### src/rtl/vga_pkg.sv
// Shared VGA timing defaults (1280x1024@60, 108 MHz) and colour-word field positions.
package vga_pkg;

    localparam int DEF_H_ACTIVE = 1280;
    localparam int DEF_H_FP     = 48;
    localparam int DEF_H_SYNC   = 112;
    localparam int DEF_H_BP     = 248;
    localparam int DEF_H_TOTAL  = DEF_H_ACTIVE + DEF_H_FP + DEF_H_SYNC + DEF_H_BP;
    localparam int DEF_HS_START = DEF_H_ACTIVE + DEF_H_FP;
    localparam int DEF_HS_END   = DEF_HS_START + DEF_H_SYNC;

    localparam int DEF_V_ACTIVE = 1024;
    localparam int DEF_V_FP     = 1;
    localparam int DEF_V_SYNC   = 3;
    localparam int DEF_V_BP     = 38;
    localparam int DEF_V_TOTAL  = DEF_V_ACTIVE + DEF_V_FP + DEF_V_SYNC + DEF_V_BP;
    localparam int DEF_VS_START = DEF_V_ACTIVE + DEF_V_FP;
    localparam int DEF_VS_END   = DEF_VS_START + DEF_V_SYNC;

    // color_in is packed {R, G, B}, four bits each
    localparam int R_MSB = 11;
    localparam int R_LSB = 8;
    localparam int G_MSB = 7;
    localparam int G_LSB = 4;
    localparam int B_MSB = 3;
    localparam int B_LSB = 0;

endpackage

### src/rtl/sync_delay.sv
// Fixed-depth shift register with asynchronous reset to a per-bit value; DEPTH=0 is a wire.
module sync_delay #(
    parameter int               DEPTH   = 1,
    parameter int               WIDTH   = 1,
    parameter logic [WIDTH-1:0] RST_VAL = '0
) (
    input  logic             clock,
    input  logic             reset,
    input  logic [WIDTH-1:0] d,
    output logic [WIDTH-1:0] q
);

    if (DEPTH < 0 || DEPTH > 4) begin : g_depth_chk
        $error("sync_delay: DEPTH %0d outside 0..4", DEPTH);
    end

    if (DEPTH == 0) begin : g_bypass
        logic unused_clk_rst;
        assign unused_clk_rst = clock ^ reset;
        assign q = d;
    end else begin : g_shift
        logic [WIDTH-1:0] stage [DEPTH];

        always_ff @(posedge clock or posedge reset) begin
            if (reset) begin
                for (int i = 0; i < DEPTH; i++) stage[i] <= RST_VAL;
            end else begin
                stage[0] <= d;
                for (int i = 1; i < DEPTH; i++) stage[i] <= stage[i-1];
            end
        end

        assign q = stage[DEPTH-1];
    end

endmodule

### src/rtl/vga_timing_gen.sv
// VGA raster timing master: issues pixel coordinates, takes colour back LATENCY cycles
// later, and drives RGB/HS/VS/DE with sync delayed to match the colour path.
module vga_timing_gen
    import vga_pkg::*;
#(
    parameter int   H_ACTIVE = DEF_H_ACTIVE,
    parameter int   H_FP     = DEF_H_FP,
    parameter int   H_SYNC   = DEF_H_SYNC,
    parameter int   H_BP     = DEF_H_BP,
    parameter int   V_ACTIVE = DEF_V_ACTIVE,
    parameter int   V_FP     = DEF_V_FP,
    parameter int   V_SYNC   = DEF_V_SYNC,
    parameter int   V_BP     = DEF_V_BP,
    parameter logic SYNC_POL = 1'b1,
    parameter int   LATENCY  = 1
) (
    input  logic        clock,
    input  logic        reset,
    output logic [11:0] x,
    output logic [10:0] y,
    output logic        active,
    output logic        frame_start,
    input  logic [11:0] color_in,
    output logic [3:0]  vga_r,
    output logic [3:0]  vga_g,
    output logic [3:0]  vga_b,
    output logic        vga_hs,
    output logic        vga_vs,
    output logic        vga_de
);

    localparam int H_TOTAL = H_ACTIVE + H_FP + H_SYNC + H_BP;
    localparam int V_TOTAL = V_ACTIVE + V_FP + V_SYNC + V_BP;

    if (H_TOTAL > 4096) begin : g_h_total_chk
        $error("vga_timing_gen: H_TOTAL %0d exceeds 4096", H_TOTAL);
    end
    if (V_TOTAL > 2048) begin : g_v_total_chk
        $error("vga_timing_gen: V_TOTAL %0d exceeds 2048", V_TOTAL);
    end
    if (LATENCY < 0 || LATENCY > 4) begin : g_latency_chk
        $error("vga_timing_gen: LATENCY %0d outside 0..4", LATENCY);
    end

    // Compare bounds carry one spare bit so an end value equal to the total cannot alias to 0
    localparam logic [11:0] H_LAST   = 12'(H_TOTAL - 1);
    localparam logic [10:0] V_LAST   = 11'(V_TOTAL - 1);
    localparam logic [12:0] H_ACT    = 13'(H_ACTIVE);
    localparam logic [12:0] HS_START = 13'(H_ACTIVE + H_FP);
    localparam logic [12:0] HS_END   = 13'(H_ACTIVE + H_FP + H_SYNC);
    localparam logic [11:0] V_ACT    = 12'(V_ACTIVE);
    localparam logic [11:0] VS_START = 12'(V_ACTIVE + V_FP);
    localparam logic [11:0] VS_END   = 12'(V_ACTIVE + V_FP + V_SYNC);

    logic [11:0] h_cnt;
    logic [11:0] h_next;
    logic [10:0] v_cnt;
    logic [10:0] v_next;

    always_comb begin
        h_next = h_cnt + 12'd1;
        v_next = v_cnt;
        if (h_cnt == H_LAST) begin
            h_next = '0;
            v_next = (v_cnt == V_LAST) ? 11'd0 : v_cnt + 11'd1;
        end
    end

    // active/frame_start are decoded from the next count so they stay aligned with x/y
    always_ff @(posedge clock or posedge reset) begin
        if (reset) begin
            h_cnt       <= '0;
            v_cnt       <= '0;
            active      <= 1'b1;
            frame_start <= 1'b1;
        end else begin
            h_cnt       <= h_next;
            v_cnt       <= v_next;
            active      <= ({1'b0, h_next} < H_ACT) && ({1'b0, v_next} < V_ACT);
            frame_start <= (h_next == 12'd0) && (v_next == 11'd0);
        end
    end

    assign x = h_cnt;
    assign y = v_cnt;

    logic hs_raw;
    logic vs_raw;
    logic de_raw;

    assign hs_raw = ({1'b0, h_cnt} >= HS_START) && ({1'b0, h_cnt} < HS_END);
    assign vs_raw = ({1'b0, v_cnt} >= VS_START) && ({1'b0, v_cnt} < VS_END);
    assign de_raw = active;

    logic hs_d;
    logic vs_d;
    logic de_d;

    sync_delay #(
        .DEPTH   (LATENCY),
        .WIDTH   (3),
        .RST_VAL (3'b000)
    ) u_sync_delay (
        .clock (clock),
        .reset (reset),
        .d     ({hs_raw, vs_raw, de_raw}),
        .q     ({hs_d, vs_d, de_d})
    );

    // Final pin register: colour is sampled every cycle and blacked out outside the active area
    always_ff @(posedge clock or posedge reset) begin
        if (reset) begin
            vga_r  <= '0;
            vga_g  <= '0;
            vga_b  <= '0;
            vga_de <= 1'b0;
            vga_hs <= ~SYNC_POL;
            vga_vs <= ~SYNC_POL;
        end else begin
            vga_r  <= de_d ? color_in[R_MSB:R_LSB] : 4'h0;
            vga_g  <= de_d ? color_in[G_MSB:G_LSB] : 4'h0;
            vga_b  <= de_d ? color_in[B_MSB:B_LSB] : 4'h0;
            vga_de <= de_d;
            vga_hs <= hs_d ~^ SYNC_POL;
            vga_vs <= vs_d ~^ SYNC_POL;
        end
    end

endmodule

### config.mk
export PLATFORM = sky130hd
export DESIGN_NAME = vga_timing_gen
export DESIGN_NICKNAME = d
export VERILOG_FILES = /design/src/rtl/vga_pkg.sv /design/src/rtl/sync_delay.sv /design/src/rtl/vga_timing_gen.sv
export SDC_FILE = /design/constraint.sdc
export NUM_CORES = 1
export LEC_CHECK = 0
export CORE_MARGIN = 1.5
export CORE_UTILIZATION = 62
export DETAILED_ROUTE_END_ITERATION = 12
export DONT_BUFFER_PORTS = 1
export PLACE_DENSITY = 0.88
export SLEW_MARGIN = 40
export SYNTH_ARGS = -nofsm -noshare
export SYNTH_HDL_FRONTEND = slang
export SYNTH_SLANG_ARGS = --single-unit
### constraint.sdc
create_clock -name clock -period 2.8 [get_ports clock]
set_clock_uncertainty 0.15 [all_clocks]
set_input_delay 0 -clock clock [delete_from_list [all_inputs] [get_ports clock]]
set_output_delay 0 -clock clock [all_outputs]
set_load 0.01 [all_outputs]
==> PnR_summary.wiki, run 1 <==
{| class="wikitable"
! Metric !! Value
|-
| Number of buffers added for setup after CTS || 0
|-
| Run status || completed
|-
| Via count || 1537
|-
| Fraction of synthesis flops using an asynchronous set or reset pin || 100.0%
|-
| Flip-flop and latch count after synthesis || 43
|-
| # resized after CTS || 0
|-
| Layout filler cell count || 227
|-
| Initial antenna violation count || 0
|-
| Leakage power summed over all cells || 1.011 nW
|-
| Post-Synthesis Cell Area || 1997 um2
|-
| Syn_area_per_cell || 10.62 um2
|-
| Class of the most critical setup path || reg -> reg
|-
| Post-synthesis cell type with the largest combined area || sky130_fd_sc_hd__dfrtp_1
|-
| Final TNS setup || 0 ns
|-
| Count of final setup violators || 0
|-
| Category of the worst setup path capture point || flip-flop
|-
| CTS H-tree lvls || 2
|-
| Number of buffers created by CTS || 5
|-
| Clock transition at the registers of the reported paths || 0.12 ns
|-
| Die area || 3570 um2
|-
| Wire length reported by the detailed router || 4162 um
|-
| Maximum buffer depth of the clock tree || 2
|-
| Tightest Pin Transition || 0.5093 ns
|-
| Number of vias per cell after detailed routing || 6.198
|-
| Number of distinct standard cells referenced by the synthesized netlist || 40
|-
| Wire length of the first global-routing pass || 6465 um
|-
| Portion of the post-synthesis area used by sequential elements || 54.01%
|-
| Hold Vio Cnt, Final || 0
|-
| Data arrival, critical path || 2.67 ns
|-
| Post-layout nets || 221
|-
| Syn nets || 206
|-
| Global Route Usage Sum || 24.44%
|-
| Share of cells above drive strength 1 || 7.353%
|-
| Required time worst endpoint || 2.93 ns
|-
| Maximum ir drop on the vdd rail || 305.6 uV
|-
| Synthesis Warnings || 0
|-
| Multiplexer area fraction after synthesis || 0%
|-
| Unrepaired setup endpoints after global routing || no
|-
| Pwr per Cell Area || 431.4 nW/um2
|-
| Relative slew slack || 66.05%
|-
| Cells taking the most area after synthesis || sky130_fd_sc_hd__dfrtp_1 (51%), sky130_fd_sc_hd__and2_1 (4.4%), sky130_fd_sc_hd__xor2_1 (3.5%)
|-
| Simple logic cell fraction of the synthesized area || 24.00%
|-
| DRC viols || 0
|-
| Drt pass-1 iters || 4
|-
| Input/output buffers || 0
|-
| TritonCTS clock tree || built
|-
| Sequential Area || 1079 um2
|-
| Number of routed nets with antenna violations || 0
|-
| Worst-Skew Late Latency || 0.34 ns
|-
| Min Tclk post-route || 2.538 ns
|-
| Pin count of the biggest net entering global routing || 44
|-
| Vias in the first global route || 1481
|-
| Number of clock sinks || 43
|-
| Average wire length per cell after detail routing || 16.78 um
|-
| Maximum fanout along the worst path || 8
|-
| Starting density of the core || 65.41%
|-
| Cells after synthesis || 188
|-
| Overflow after GRT || 0
|-
| Largest family of logic cells by synthesized area || simple AND/OR/NAND/NOR gates
|-
| Die boundary height || 59.75 um
|-
| Adder-cell share of the synthesized area || 2.506%
|-
| Core ar. || 3053 um2
|-
| Count of standard-cell rows || 20
|-
| Startpoint class of the critical path || flip-flop
|-
| Worst Hold Class || in -> async
|-
| Detailed router's first-iteration violation count || 60
|-
| Share of Yosys cell area claimed by the top area cell type || 51.38%
|-
| Total area of multi-input combinational cells || 833.3 um2
|-
| Clock tree root buffer cell || sky130_fd_sc_hd__clkbuf_4
|-
| Compound-cell area share of the yosys netlist || 10.40%
|-
| Period Utilization, post-route || 90.64%
|-
| Fraction of synthesized cell area in xor and xnor cells || 4.825%
|-
| Prevailing post-synth register cell || sky130_fd_sc_hd__dfrtp_1
|-
| Post-detailed-placement half-perimeter wirelength || 2863 um
|-
| Number of diodes || 0
|-
| Final weighted congestion in routability-driven placement || 0.9616
|-
| Count of final max-slew check failures || 0
|-
| Post-synth EDFFs || 0
|-
| Final worst hold slack || 0.07642 ns
|-
| Max-cap check violation count || 0
|-
| Count of pins on the block boundary || 54
|-
| Area growth syn-to-layout || 11.09%
|-
| Die X || 59.75 um
|-
| Fmax achieved || 394.0 MHz
|}
## cell families after synthesis
family,Yosys count
AND/OR/NAND/NOR,78
flip-flops,43
AO/OA/AOI/OAI,33
buffers and inverters,19
XOR/XNOR,11
adder cells (fa/ha/maj),4
## area by class of cell
cell class / count / share of cell area [%]
Clock buffer: 6 / 1.861
Tap cell: 44 / 2.482
Sequential cell: 43 / 48.62
Timing Repair Buffer: 17 / 7.219
Inverter: 10 / 1.692
Clock inverter: 2 / 0.5640
Multi-Input combinational cell: 126 / 37.56
## stage by stage
| step | power [W] | instances | utilization, % | instance area (um2) | worst slack [ns] |
|---|---|---|---|---|---|
| 6_report | 0.0009570 | 248 | 72.66 | 2218 | 0.2622 |
| 5_1_grt | 0.001001 | 248 | 72.66 | 2218 | 0.1722 |
| 4_1_cts | 0.0009630 | 248 | 72.66 | 2218 | 0.3052 |
| 3_5_place_dp | 0.0006692 | 227 | 66.64 | 2034 | 0.3323 |
| 3_3_place_gp | 0.0006678 | 227 | 66.64 | 2034 | 0.4320 |
| 2_1_floorplan | 0.0006637 | 188 | - | 1997 | 0.4749 |
## worst paths after layout
path	from	end	slack [ns]	depth (start not counted)
setup / recovery	x[0]$_DFF_PP0_	frame_start$_DFF_PP1_	0.26	7
hold / removal	reset	vga_hs$_DFF_PP0_	0.08	3
setup reg to reg	x[0]$_DFF_PP0_	frame_start$_DFF_PP1_	0.26	7
hold reg to reg	u_sync_delay.q[2]$_DFF_PP0_	vga_hs$_DFF_PP0_	0.21	0
max in group asynchronous	reset	active$_DFF_PP1_	2.05	3
min in group clock	color_in[3]	vga_b[3]$_DFF_PP0_	0.16	2
## cells in the mapped netlist (2+ instances only)
| cell type | instances |
|---|---|
| sky130_fd_sc_hd__xnor2_1 | 3 |
| sky130_fd_sc_hd__o2111ai_1 | 2 |
| sky130_fd_sc_hd__and3_1 | 10 |
| sky130_fd_sc_hd__nor2_1 | 6 |
| sky130_fd_sc_hd__clkbuf_1 | 5 |
| sky130_fd_sc_hd__nand2_1 | 14 |
| sky130_fd_sc_hd__nand4_1 | 8 |
| sky130_fd_sc_hd__o22ai_1 | 3 |
| sky130_fd_sc_hd__and4_1 | 5 |
| sky130_fd_sc_hd__inv_1 | 10 |
| sky130_fd_sc_hd__xor2_1 | 8 |
| sky130_fd_sc_hd__and2_1 | 14 |
| sky130_fd_sc_hd__buf_2 | 2 |
| sky130_fd_sc_hd__o31ai_1 | 2 |
| sky130_fd_sc_hd__nor3_1 | 2 |
| sky130_fd_sc_hd__o21ai_0 | 10 |
| sky130_fd_sc_hd__nor4bb_1 | 2 |
| sky130_fd_sc_hd__or3_1 | 2 |
| sky130_fd_sc_hd__a21oi_1 | 8 |
| sky130_fd_sc_hd__dfstp_2 | 2 |
| sky130_fd_sc_hd__ha_1 | 4 |
| sky130_fd_sc_hd__nand3_1 | 6 |
| sky130_fd_sc_hd__nor4_1 | 3 |
| sky130_fd_sc_hd__dfrtp_1 | 41 |
## worst max-delay path, stage by stage (launching register included)
cell                        delay (ns)
sky130_fd_sc_hd__dfrtp_1          0.49
sky130_fd_sc_hd__ha_1             0.30
sky130_fd_sc_hd__and3_1           0.31
sky130_fd_sc_hd__nand3_2          0.18
sky130_fd_sc_hd__or4_1            0.57
sky130_fd_sc_hd__o2111ai_1        0.22
sky130_fd_sc_hd__nor4_1           0.07
sky130_fd_sc_hd__and4_1           0.21
## registers in the layout (all words and copies together), names as in the netlist
signal          count
vga_vs              1
vga_b               4
frame_start         1
vga_r               4
vga_g               4
active              1
u_sync_delay.q      3
vga_de              1
vga_hs              1
x                  12
y                  11
## what timing repair did
item / 4_1_cts / 5_1_grt
endpoints found under the hold margin: 55 / 0
hold buffers: 13 / 0
endpoints found under the setup margin: 0 / 0
## cell usage in the layout, fill, tap and decap left out, types with 3 or more instances in the layout
cell type                       instances
sky130_fd_sc_hd__xor2_1                 8
sky130_fd_sc_hd__nor2_1                 6
sky130_fd_sc_hd__nand4_1                8
sky130_fd_sc_hd__clkbuf_4               5
sky130_fd_sc_hd__dfrtp_1               41
sky130_fd_sc_hd__inv_1                 10
sky130_fd_sc_hd__nand2_1               14
sky130_fd_sc_hd__and4_1                 5
sky130_fd_sc_hd__o21ai_0               10
sky130_fd_sc_hd__xnor2_1                3
sky130_fd_sc_hd__a21oi_1                8
sky130_fd_sc_hd__dlygate4sd3_1         13
sky130_fd_sc_hd__buf_4                  4
sky130_fd_sc_hd__ha_1                   4
sky130_fd_sc_hd__o22ai_1                3
sky130_fd_sc_hd__nor4_1                 3
sky130_fd_sc_hd__and2_1                14
sky130_fd_sc_hd__nand3_1                6
sky130_fd_sc_hd__and3_1                10
## per-layer routing
layer / GRT usage (%) / up-vias / wire [um] / share of wire, %
met2: 39.13 / 87 / 2011 / 48
met5: 0 / - / 0 / 0
met1: 30.18 / 733 / 1687 / 41
li1: - / 702 / - / -
met4: 12.06 / 0 / 127 / 3.1
met3: 6.926 / 15 / 336 / 8.1
## report_power, final
group	total, W	switching, W	leakage, nW	internal, W
clock	0.000287	0.000189	0.0282	0.0000971
sequential	0.000637	0.00000763	0.541	0.000630
combinational	0.0000330	0.0000156	0.442	0.0000174
total	0.000957	0.000213	1.01	0.000744
Note: power is estimated with default switching activity, not from simulation.
==> run 2: changes to the inputs <==
--- a/config.mk
+++ b/config.mk
@@ -10,6 +10,7 @@
 export DETAILED_ROUTE_END_ITERATION = 12
 export DONT_BUFFER_PORTS = 1
 export PLACE_DENSITY = 0.88
+export REMOVE_ABC_BUFFERS = 1
 export SLEW_MARGIN = 40
 export SYNTH_ARGS = -nofsm -noshare
 export SYNTH_HDL_FRONTEND = slang
==> run 2 against run 1 <==
  * Setup slack worse by 0.022 ns
  * Non-clock buffer count stayed put
  * Die area stayed put
  * Power is 11% higher
  * Sequential share of layout area is 0.65 points lower
  * Critical path depth is 1 higher
  * Critical endpoint unchanged
  * Largest cell class unchanged
==> PnR_summary.wiki, run 2 (same netlist as run 1, synthesis figures left out) <==
{| class="wikitable"
! Metric !! Value
|-
| Share of total power consumed by net switching || 21.53% (was 22.23%)
|-
| Hold Vio Cnt, Final || 0 (unchanged)
|-
| Global Route Usage Sum || 26.86% (was 24.44%)
|-
| Starting density of the core || 65.41% (unchanged)
|-
| Fmax achieved || 390.7 MHz (was 394.0 MHz)
|-
| Vias in the first global route || 1521 (was 1481)
|-
| Power share of the combinational group || 3.3% (was 3.4%)
|-
| Count of standard-cell rows || 20 (unchanged)
|-
| Post-detailed-placement half-perimeter wirelength || 2990 um (was 2863 um)
|-
| Area growth syn-to-layout || 12.59% (was 11.09%)
|-
| Post-layout nets || 221 (unchanged)
|-
| Slowest library cell on the worst path || sky130_fd_sc_hd__dfrtp_1 (was sky130_fd_sc_hd__or4_1)
|-
| Layout filler cell count || 207 (was 227)
|-
| Pwr per Cell Area || 473.9 nW/um2 (was 431.4 nW/um2)
|-
| Maximum fanout along the worst path || 10 (was 8)
|-
| Commonest non-fill, non-tap cells in the layout || sky130_fd_sc_hd__dfrtp_1 (41), sky130_fd_sc_hd__nand2_1 (14), sky130_fd_sc_hd__and2_1 (14), sky130_fd_sc_hd__dlygate4sd3_1 (14) (was sky130_fd_sc_hd__dfrtp_1 (41), sky130_fd_sc_hd__nand2_1 (14), sky130_fd_sc_hd__and2_1 (14), sky130_fd_sc_hd__dlygate4sd3_1 (13))
|-
| Max reg flops || 12 (unchanged)
|-
| Net switching power || 0.0002294 W (was 0.0002127 W)
|-
| Unrepaired setup endpoints after global routing || no (unchanged)
|-
| Delay-heaviest family, CP || simple AND/OR/NAND/NOR gates (unchanged)
|-
| Number of vias per cell after detailed routing || 6.169 (was 6.198)
|-
| Maximum ir drop on the vdd rail || 299.6 uV (was 305.6 uV)
|-
| Total area of multi-input combinational cells || 833.3 um2 (unchanged)
|-
| CTS H-tree lvls || 2 (unchanged)
|-
| Required time worst endpoint || 2.95 ns (was 2.93 ns)
|-
| Maximum buffer depth of the clock tree || 2 (unchanged)
|-
| Drt pass-1 iters || 4 (unchanged)
|-
| Pin count of the biggest net entering global routing || 30 (was 44)
|-
| DRC viols || 0 (unchanged)
|-
| Bufs and invs on worst path || 1 (was 0)
|-
| Register-to-register setup slack || 0.24 ns (was 0.26 ns)
|-
| Number of clock sinks || 43 (unchanged)
|-
| Wire length of the first global-routing pass || 7079 um (was 6465 um)
|-
| # resized after CTS || 0 (unchanged)
|-
| Leakage power summed over all cells || 1.028 nW (was 1.011 nW)
|-
| Initial antenna violation count || 0 (unchanged)
|-
| Run status || completed (unchanged)
|-
| Worst-Skew Late Latency || 0.35 ns (was 0.34 ns)
|-
| Count of final setup violators || 0 (unchanged)
|-
| Cell breakdown of the critical path || ha_1, and3_1, nand3_2, buf_4, o31ai_1, o2111ai_1, nor4_1, and4_1 (was ha_1, and3_1, nand3_2, or4_1, o2111ai_1, nor4_1, and4_1)
|-
| Share of cells above drive strength 1 || 7.353% (unchanged)
|-
| Overflow after GRT || 0 (unchanged)
|-
| Clock tree root buffer cell || sky130_fd_sc_hd__clkbuf_4 (unchanged)
|-
| Die area || 3570 um2 (unchanged)
|-
| Worst flop-to-flop path startpoint || x[0]$_DFF_PP0_ (unchanged)
|-
| Class of the most critical setup path || reg -> reg (unchanged)
|-
| Internal power consumption || 0.0008362 W (was 0.0007443 W)
|-
| Most common cell after layout, fill and taps aside || sky130_fd_sc_hd__dfrtp_1 (unchanged)
|-
| Average wire length per cell after detail routing || 17.46 um (was 16.78 um)
|-
| Period Utilization, post-route || 91.42% (was 90.64%)
|-
| Wire length reported by the detailed router || 4330 um (was 4162 um)
|-
| Count of pins on the block boundary || 54 (unchanged)
|-
| Max stage delay on crit path || 0.49 ns (was 0.57 ns)
|-
| Power share of the sequential group || 59.8% (was 66.6%)
|-
| Clock transition at the registers of the reported paths || 0.13 ns (was 0.12 ns)
|-
| Final weighted congestion in routability-driven placement || 0.9676 (was 0.9616)
|-
| Detailed router's first-iteration violation count || 62 (was 60)
|-
| Tightest Pin Transition || 0.5588 ns (was 0.5093 ns)
|-
| Clock Power Share || 36.9% (was 29.9%)
|-
| Min Tclk post-route || 2.560 ns (was 2.538 ns)
|-
| R2r endpoint || frame_start$_DFF_PP1_ (unchanged)
|-
| Worst Hold Class || in -> async (unchanged)
|-
| Input/output buffers || 0 (unchanged)
|-
| Startpoint class of the critical path || flip-flop (unchanged)
|-
| Die boundary height || 59.75 um (unchanged)
|-
| Relative slew slack || 62.62% (was 66.05%)
|-
| Number of cell instances on the worst register-to-register path || 8 (was 7)
|-
| Category of the worst setup path capture point || flip-flop (unchanged)
|-
| Final TNS setup || 0 ns (unchanged)
|-
| Via count || 1530 (was 1537)
|-
| TritonCTS clock tree || built (unchanged)
|-
| Number of buffers created by CTS || 5 (unchanged)
|-
| Core ar. || 3053 um2 (unchanged)
|-
| Final worst hold slack || 0.03826 ns (was 0.07642 ns)
|-
| Number of routed nets with antenna violations || 0 (unchanged)
|-
| Die X || 59.75 um (unchanged)
|-
| Max-cap check violation count || 0 (unchanged)
|-
| Sequential Area || 1079 um2 (unchanged)
|-
| Count of final max-slew check failures || 0 (unchanged)
|-
| Number of diodes || 0 (unchanged)
|-
| Data arrival, critical path || 2.71 ns (was 2.67 ns)
|}
## run 2: cell types whose count changed in the layout (fill, tap and decap cells not counted)
cell	delta
sky130_fd_sc_hd__clkinvlp_4	-1
sky130_fd_sc_hd__bufinv_16	+1
sky130_fd_sc_hd__buf_4	-1
sky130_fd_sc_hd__dlygate4sd3_1	+1
sky130_fd_sc_hd__clkinv_4	+1
sky130_fd_sc_hd__clkbuf_1	-1
## run 2: power by group through the flow
stage / clock network [W] / registers, W / logic [W]
after floorplan: 0 / 0.000649 / 0.0000149
after global placement: 0 / 0.000649 / 0.0000187
after detailed placement: 0 / 0.000649 / 0.0000197
after CTS: 0.000399 / 0.000637 / 0.0000352
after global routing: 0.000434 / 0.000639 / 0.0000392
final: 0.000393 / 0.000638 / 0.0000347
## run 2: per-layer routing
layer  part of all wire (%)  GRT usage (%)  vias up
li1                       -              -      696
met2                     49          43.48       92
met5                      0              0        -
met1                     40          32.58      730
met4                    2.2          13.02        0
met3                    8.8          8.009       12
## run 2: repair_timing
action	in CTS	in global routing
setup buffers	0	0
hold endpoints to repair	53	0
hold buffers	14	0
## run 2: area by class of cell
class                   count  area share, %
flip-flops and latches     43          47.97
multi-input cells         126          37.06
repair buffers             17          7.234
well taps                  44          2.449
clock inverters             3          1.948
clock buffers               5          1.669
inverters                  10          1.669
## run 2: how the worst max path moves through the flow
stage                     slack [ns]               endpoint  cells after the start           start
after CTS                       0.26  frame_start$_DFF_PP1_                      8  x[0]$_DFF_PP0_
after floorplan                 0.46  frame_start$_DFF_PP1_                      7  x[0]$_DFF_PP0_
after detailed placement        0.31  frame_start$_DFF_PP1_                      8  x[0]$_DFF_PP0_
after global placement          0.47  frame_start$_DFF_PP1_                      7  x[0]$_DFF_PP0_
after global routing            0.07  frame_start$_DFF_PP1_                      8  x[0]$_DFF_PP0_
final                           0.24  frame_start$_DFF_PP1_                      8  x[0]$_DFF_PP0_
## run 2: worst register-to-register path, cell delays in order, from the launching register on
cell	delay, ns
sky130_fd_sc_hd__dfrtp_1	0.49
sky130_fd_sc_hd__ha_1	0.27
sky130_fd_sc_hd__and3_1	0.30
sky130_fd_sc_hd__nand3_2	0.14
sky130_fd_sc_hd__buf_4	0.20
sky130_fd_sc_hd__o31ai_1	0.36
sky130_fd_sc_hd__o2111ai_1	0.17
sky130_fd_sc_hd__nor4_1	0.22
sky130_fd_sc_hd__and4_1	0.22
## run 2: stage by stage
stage	total power (W)	instance area [um2]	std cells	setup WS [ns]	utilization, %
finish	0.001066	2248	248	0.2402	73.65
global route	0.001112	2248	248	0.07319	73.65
CTS	0.001072	2248	248	0.2569	73.65
detailed placement	0.0006691	2027	226	0.3108	66.39
global placement	0.0006677	2027	226	0.4677	66.39
floorplan	0.0006637	1949	179	0.4647	-
